--- config.mk ---
export PLATFORM = sky130hd
export DESIGN_NAME = gen_reg_file
export DESIGN_NICKNAME = d
export VERILOG_FILES = /design/src/rtl/gen_reg_file.sv
export SDC_FILE = /design/constraint.sdc
export NUM_CORES = 1
export LEC_CHECK = 0
export ABC_CLOCK_PERIOD_IN_PS = 3100
export CAP_MARGIN = 40
export CORE_MARGIN = 2
export CORE_UTILIZATION = 30
export CTS_CLUSTER_SIZE = 20
export DETAILED_ROUTE_END_ITERATION = 7
export PLACE_DENSITY = 0.53
export SLEW_MARGIN = 20
export SYNTH_ARGS = -nofsm -noshare
export SYNTH_HDL_FRONTEND = slang
export SYNTH_SLANG_ARGS = --single-unit
--- constraint.sdc ---
create_clock -name clk -period 3.1 [get_ports clk]
set_clock_uncertainty 0.1 [all_clocks]
set_input_delay 0.62 -clock clk [delete_from_list [all_inputs] [get_ports clk]]
set_output_delay 0.62 -clock clk [all_outputs]
set_load 0.1 [all_outputs]
--- src/rtl/gen_reg_file.sv ---
// gen_reg_file: parametrised register file with byte-masked write port,
// two registered read ports with write-first forwarding and a busy scoreboard.
module gen_reg_file #(
    parameter int WIDTH   = 32,
    parameter int DEPTH   = 16,
    parameter int ZERO_R0 = 1,
    localparam int AW     = $clog2(DEPTH),
    localparam int NB     = WIDTH / 8
) (
    input  logic             clk,
    input  logic             clr,
    input  logic             wr,
    input  logic [AW-1:0]    waddr,
    input  logic [WIDTH-1:0] bus,
    input  logic [NB-1:0]    be,
    input  logic             rd_a_en,
    input  logic [AW-1:0]    ra_a,
    output logic [WIDTH-1:0] out_a,
    input  logic             rd_b_en,
    input  logic [AW-1:0]    ra_b,
    output logic [WIDTH-1:0] out_b,
    input  logic             rsv,
    input  logic [AW-1:0]    rsv_addr,
    output logic             busy_a,
    output logic             busy_b,
    output logic             err
);

    localparam bit Z = (ZERO_R0 != 0);

    logic [WIDTH-1:0] mem [DEPTH];
    logic [DEPTH-1:0] busy;
    logic [DEPTH-1:0] busy_nxt;
    logic [WIDTH-1:0] merged;
    logic [WIDTH-1:0] rdata_a;
    logic [WIDTH-1:0] rdata_b;
    logic             wr_ok;
    logic             rsv_ok;
    logic             dbl_rsv;

    assign wr_ok  = wr && !(Z && waddr == '0);
    assign rsv_ok = rsv && !(Z && rsv_addr == '0);

    always_comb begin
        merged = mem[waddr];
        for (int i = 0; i < NB; i++) begin
            if (be[i]) begin
                merged[8*i +: 8] = bus[8*i +: 8];
            end
        end
    end

    // Read data reflects this edge's write (write-first).
    always_comb begin
        rdata_a = mem[ra_a];
        if (Z && ra_a == '0) begin
            rdata_a = '0;
        end else if (wr_ok && waddr == ra_a) begin
            rdata_a = merged;
        end
    end

    always_comb begin
        rdata_b = mem[ra_b];
        if (Z && ra_b == '0) begin
            rdata_b = '0;
        end else if (wr_ok && waddr == ra_b) begin
            rdata_b = merged;
        end
    end

    // A same-edge write releases the old producer, so re-reserving is legal.
    assign dbl_rsv = rsv_ok && busy[rsv_addr]
                     && !(wr_ok && waddr == rsv_addr);

    always_comb begin
        busy_nxt = busy;
        if (wr_ok) begin
            busy_nxt[waddr] = 1'b0;
        end
        if (rsv_ok) begin
            busy_nxt[rsv_addr] = 1'b1;
        end
    end

    always_ff @(posedge clk) begin
        if (clr) begin
            for (int i = 0; i < DEPTH; i++) begin
                mem[i] <= '0;
            end
            busy  <= '0;
            out_a <= '0;
            out_b <= '0;
            err   <= 1'b0;
        end else begin
            if (wr_ok) begin
                mem[waddr] <= merged;
            end
            if (rd_a_en) begin
                out_a <= rdata_a;
            end
            if (rd_b_en) begin
                out_b <= rdata_b;
            end
            busy <= busy_nxt;
            if (dbl_rsv) begin
                err <= 1'b1;
            end
        end
    end

    assign busy_a = busy[ra_a] && !(Z && ra_a == '0);
    assign busy_b = busy[ra_b] && !(Z && ra_b == '0);

endmodule

* Word-level counts from Yosys, hierarchy flattened *
Memories as Yosys holds them, arrays and structs flattened.
Index checks and enable logic that the tools add are counted.

storage, ports and cells
  register bits = 81
  bits in writable memories = 512
  input bits = 58
  output and inout bits = 67
  logic and storage cells = 66
  memories = 1

memories
  memory  words  bits a word  rd ports  clocked after memory_dff  write ports  RTL line  text
  mem     16     32           3         0                         16           31        logic [WIDTH-1:0] mem [DEPTH];

cells by class
  order comparisons = 6
  equality and inequality tests = 3
  multiplexer cells = 28
  bitwise logic cells = 3
  reduce and logical (&&, ||, !) cells = 21

operators with widths
  cell                count
  $mux 32             5
  $mux 16             2
  $mux 8              4
  $reduce_or 32->1    1
  $lt 4x5->1 const B  4
  $and 16x16->16      1
  $logic_not 4->1     4
  $not 16->16         1
  $or 16x16->16       1
  $bmux 1 s4          3
  $eq 4x4->1          3
  $logic_and 1x1->1   11
  $mux 1              11
  $demux 1 s4         2
  $ge 4x1->1 const B  2
  $logic_not 1->1     5
  $mux 4              1

* Logic depth before layout (Yosys ltp) *
  word-level depth = 9
  depth in mapped cells = 10
  depth with buffers taken out = 5

* Worst setup path after synthesis *
OpenSTA, ideal clock, no wires.

  path type = input to output
  start = in ra_a[0]
  end = out busy_a
  arrival time = 2.312 ns
  data required time = 2.380 ns
  slack = 0.068 ns
  stages on the path = 4
  buffers on the path = 2
  path through = buf_2 -> buf_2 -> mux4_2 -> mux4_2

on the way
  longest elaborated chain between the ends = 3
  elaborated cells between the ends (all ways) = 5
  those cells by class = mux: 2; reduce/logical: 3

RTL lines
  item                                                                    RTL line  text
  start, declared                                                         17        input logic [AW-1:0] ra_a,
  $bmux 1 s4 / $logic_not 4->1 (equally long branches)                    112       assign busy_a = busy[ra_a] && !(Z && ra_a == '0);
  $mux 1 (implied by the code) / $logic_not 1->1 (equally long branches)  112
  $logic_and 1x1->1 (*)                                                   112
  end, declared                                                           24        output logic busy_a,

Every way passes the cells marked *; elsewhere a longest branch is shown, timed or not. The select of a mux whose other input is x is not followed.

* Final worst setup path *
  start = reg busy[15]
  end = out busy_b

on the way
  longest elaborated chain between the ends = 3

RTL lines
  item                          RTL line  text
  start, declared               32        logic [DEPTH-1:0] busy;
  start signal, assigned        105       busy <= busy_nxt;
  $bmux 1 s4                    113       assign busy_b = busy[ra_b] && !(Z && ra_b == '0);
  $mux 1 (implied by the code)  113
  $logic_and 1x1->1             113
  end, declared                 25        output logic busy_b,

Every way passes these cells. The select of a mux whose other input is x is not followed.

==> flow_summary.json <==
{
  "vias_per_cell": 5.71,
  "setup_viol_count_final": 0,
  "rows": 123,
  "first_global_vias": 25000,
  "crit_arrival_ns": 2.18,
  "grt_first_pass_wirelength_mm": 187,
  "initial_core_util": 0.303,
  "synth_edf_count": 512,
  "dr.max_layer_used": "met5",
  "ios": 125,
  "status": "completed",
  "ys_warn_count": 0,
  "cts_max_level": 3,
  "synth_compound_area_frac": 0.0831,
  "grt_setup_unrepaired": "false",
  "synthSimpleGateAreaFrac": 0.0885,
  "critical_path_class": "reg2out",
  "drc_errors": 0,
  "place_ws_ns": -0.152,
  "fp.dieW_um": 341,
  "final_max_slew_viol_count": 0,
  "netlist_area_sq_um": 34100,
  "root_buffer": "clkbuf_16",
  "ys_types": 52,
  "synth_xor_area_frac": 0.00308,
  "synthToLayoutAreaGrowth_pct": 20.0,
  "synth_top_cell_by_area": "edfxtp_1",
  "gp_congestion": 0.863,
  "worstSetupStartpoint": "busy[15]",
  "hold_class": "reg2reg",
  "timing.fmax_mhz": 345,
  "synthMuxAreaShare": 0.266,
  "port_buffers": 124,
  "antennaDiodeCount": 0,
  "async_reset_ff_frac": 0,
  "cts-resized-gates": 0,
  "ir_drop_v": 0.000355,
  "grt_max_degree": 47,
  "layout.cells.non_filler": 4383,
  "r2r-start": "mem[14][21]",
  "syn_area_per_cell_sq_um": 12.8,
  "ant_nets": 0,
  "routed-wl-met2_mm": 61.9,
  "die_area_sq_um": 116000,
  "layout-drive-gt1-share": 0.300,
  "synth_top_family_by_area": "multiplexers",
  "synth-seq-cells": 593,
  "worstSetupEndpointType": "primary output",
  "drt-total-wl_mm": 133,
  "wl_met3_mm": 11.1,
  "antenna_found_initial": 1,
  "cp_max_fo": 4,
  "yosysMostFrequentCell": "edfxtp_1",
  "cts.sinks": 593,
  "dp.final_hpwl_mm": 86.5,
  "clockBufferDepth": 3,
  "die_h_um": 341,
  "synthFlopType": "edfxtp_1",
  "finalCritPeriodShare": 0.934,
  "hold_slack_ns": 0.371,
  "clkSlewWorstSetupHoldPaths_ns": 0.06,
  "holdBufCountCts": 0,
  "synth_adder_area_share": 0,
  "finalPower_mw": 22.0,
  "hold_violations": 0,
  "ys_seq_area_frac": 0.499,
  "met1_length_mm": 54.2,
  "track_usage": 0.226,
  "placed_cells": 4257,
  "min_from": "out_b[26]",
  "nNetsFinal": 2886,
  "netlist_instances": 2654,
  "fin_ws_ns": 0.205,
  "post_cts_buffers": 0,
  "synth_top_area_share": 0.451,
  "tightest_slew_ns": 0.811,
  "critPathLaunchType": "register",
  "route.vias.total": 25000,
  "overflow": 0,
  "drt_iter0_drc": 2948,
  "synth_common_cells": "edfxtp_1 (512), nor2_1 (453), mux4_2 (268)",
  "period_minus_slack_ns": 2.90,
  "clk-insertion-delay-late_ns": 0.64,
  "cts_tree": "yes",
  "leakagePower_nw": 15.1,
  "powerDensity_nw_per_um2": 537,
  "dr.pass1.iters": 7,
  "synth.area.top_cells": "edfxtp_1 (45%), mux4_2 (18%), mux2i_1 (6.2%), nor2_1 (5.0%), dfxtp_1 (4.8%)",
  "required_ns": 2.38,
  "relSlewSlack": 0.459,
  "drt-wirelength-per-cell_um": 30.3,
  "numCtsBuffers": 69,
  "core_area_sq_um": 113000,
  "tns_ns": 0,
  "max-cap-violations": 0
}
==> cell type report <==
| class | instances | area (sq um) |
|---|---|---|
| clock buffers | 97 | 1890 |
| clock inverters | 29 | 478 |
| fillers | 10900 | 71700 |
| inverters | 42 | 158 |
| multi-input cells | 1750 | 15300 |
| flip-flops and latches | 593 | 17000 |
| well taps | 1500 | 1880 |
| repair buffers | 372 | 4240 |
==> placed cells by master (no fill, tap or decap), types with 4 or more instances in the layout <==
cell and count:
mux2i_1 211, o221ai_1 58, nor2b_4 4, edfxtp_1 512, xnor2_1 4, inv_1 42
clkbuf_1 22, clkbuf_8 7, and3_1 4, a22oi_1 37, conb_1 32, nand4_1 4
buf_12 105, a32o_1 37, nor2_1 449, nor2_2 40, xor2_1 8, a222oi_1 8
nand3_1 39, bufinv_16 12, mux2_2 81, o22ai_1 91, buf_6 4, dfxtp_1 81
buf_4 212, nand2_1 144, clkbuf_16 69, clkinv_2 5, o211ai_1 31, o21ai_0 14
nand2_2 29, mux4_2 268, clkinv_1 5, clkdlybuf4s50_1 46, nor2_4 4, a21oi_1 120
==> registers in the layout, summed over array words and instances (netlist names) <==
signal  cells
out_a      32
mem       512
err         1
out_b      32
busy       16
==> layer usage <==
layer / vias up / GRT usage
met5: - / 0
met2: 1297 / 0.363
met1: 12900 / 0.303
li1: 10600 / -
met3: 251 / 0.0400
met4: 2 / 0.0885
==> through the flow <==
stage,util,instance area (sq um)
after detailed placement,0.342,38600
after global placement,0.342,38600
after global routing,0.363,40900
after CTS,0.363,40900
after floorplan,-,34200
final,0.363,40900
==> cells by family (layout without fill, tap and decap cells) <==
group	after synthesis	after routing
buffers and inverters	342	540
other	1	32
AND/OR/NAND/NOR	738	738
XOR/XNOR	12	12
multiplexers	560	560
flip-flops	593	593
AO/OA/AOI/OAI	408	408
==> where the power goes <==
part           total, mW  internal, mW  switching [mW]
Combinational       3.89          1.50            2.39
Clock               8.72          5.28            3.44
Sequential          9.37          9.07           0.302
==> path summary, 6_finish.rpt <==
path	slack, ns	to	cells after the start
worst max-delay path	0.20	busy_b	3
worst min-delay path	0.37	out_b[26]	2
worst max register to register	0.67	mem[3][21]	4
worst min register to register	0.37	out_b[26]	2
==> worst max-delay path, cell delays in order (launching register included) <==
cell and delay (ns):
dfxtp_1 0.33, mux4_2 0.48, mux4_2 0.54, buf_12 0.19
Note: power is estimated with default switching activity, not from simulation.
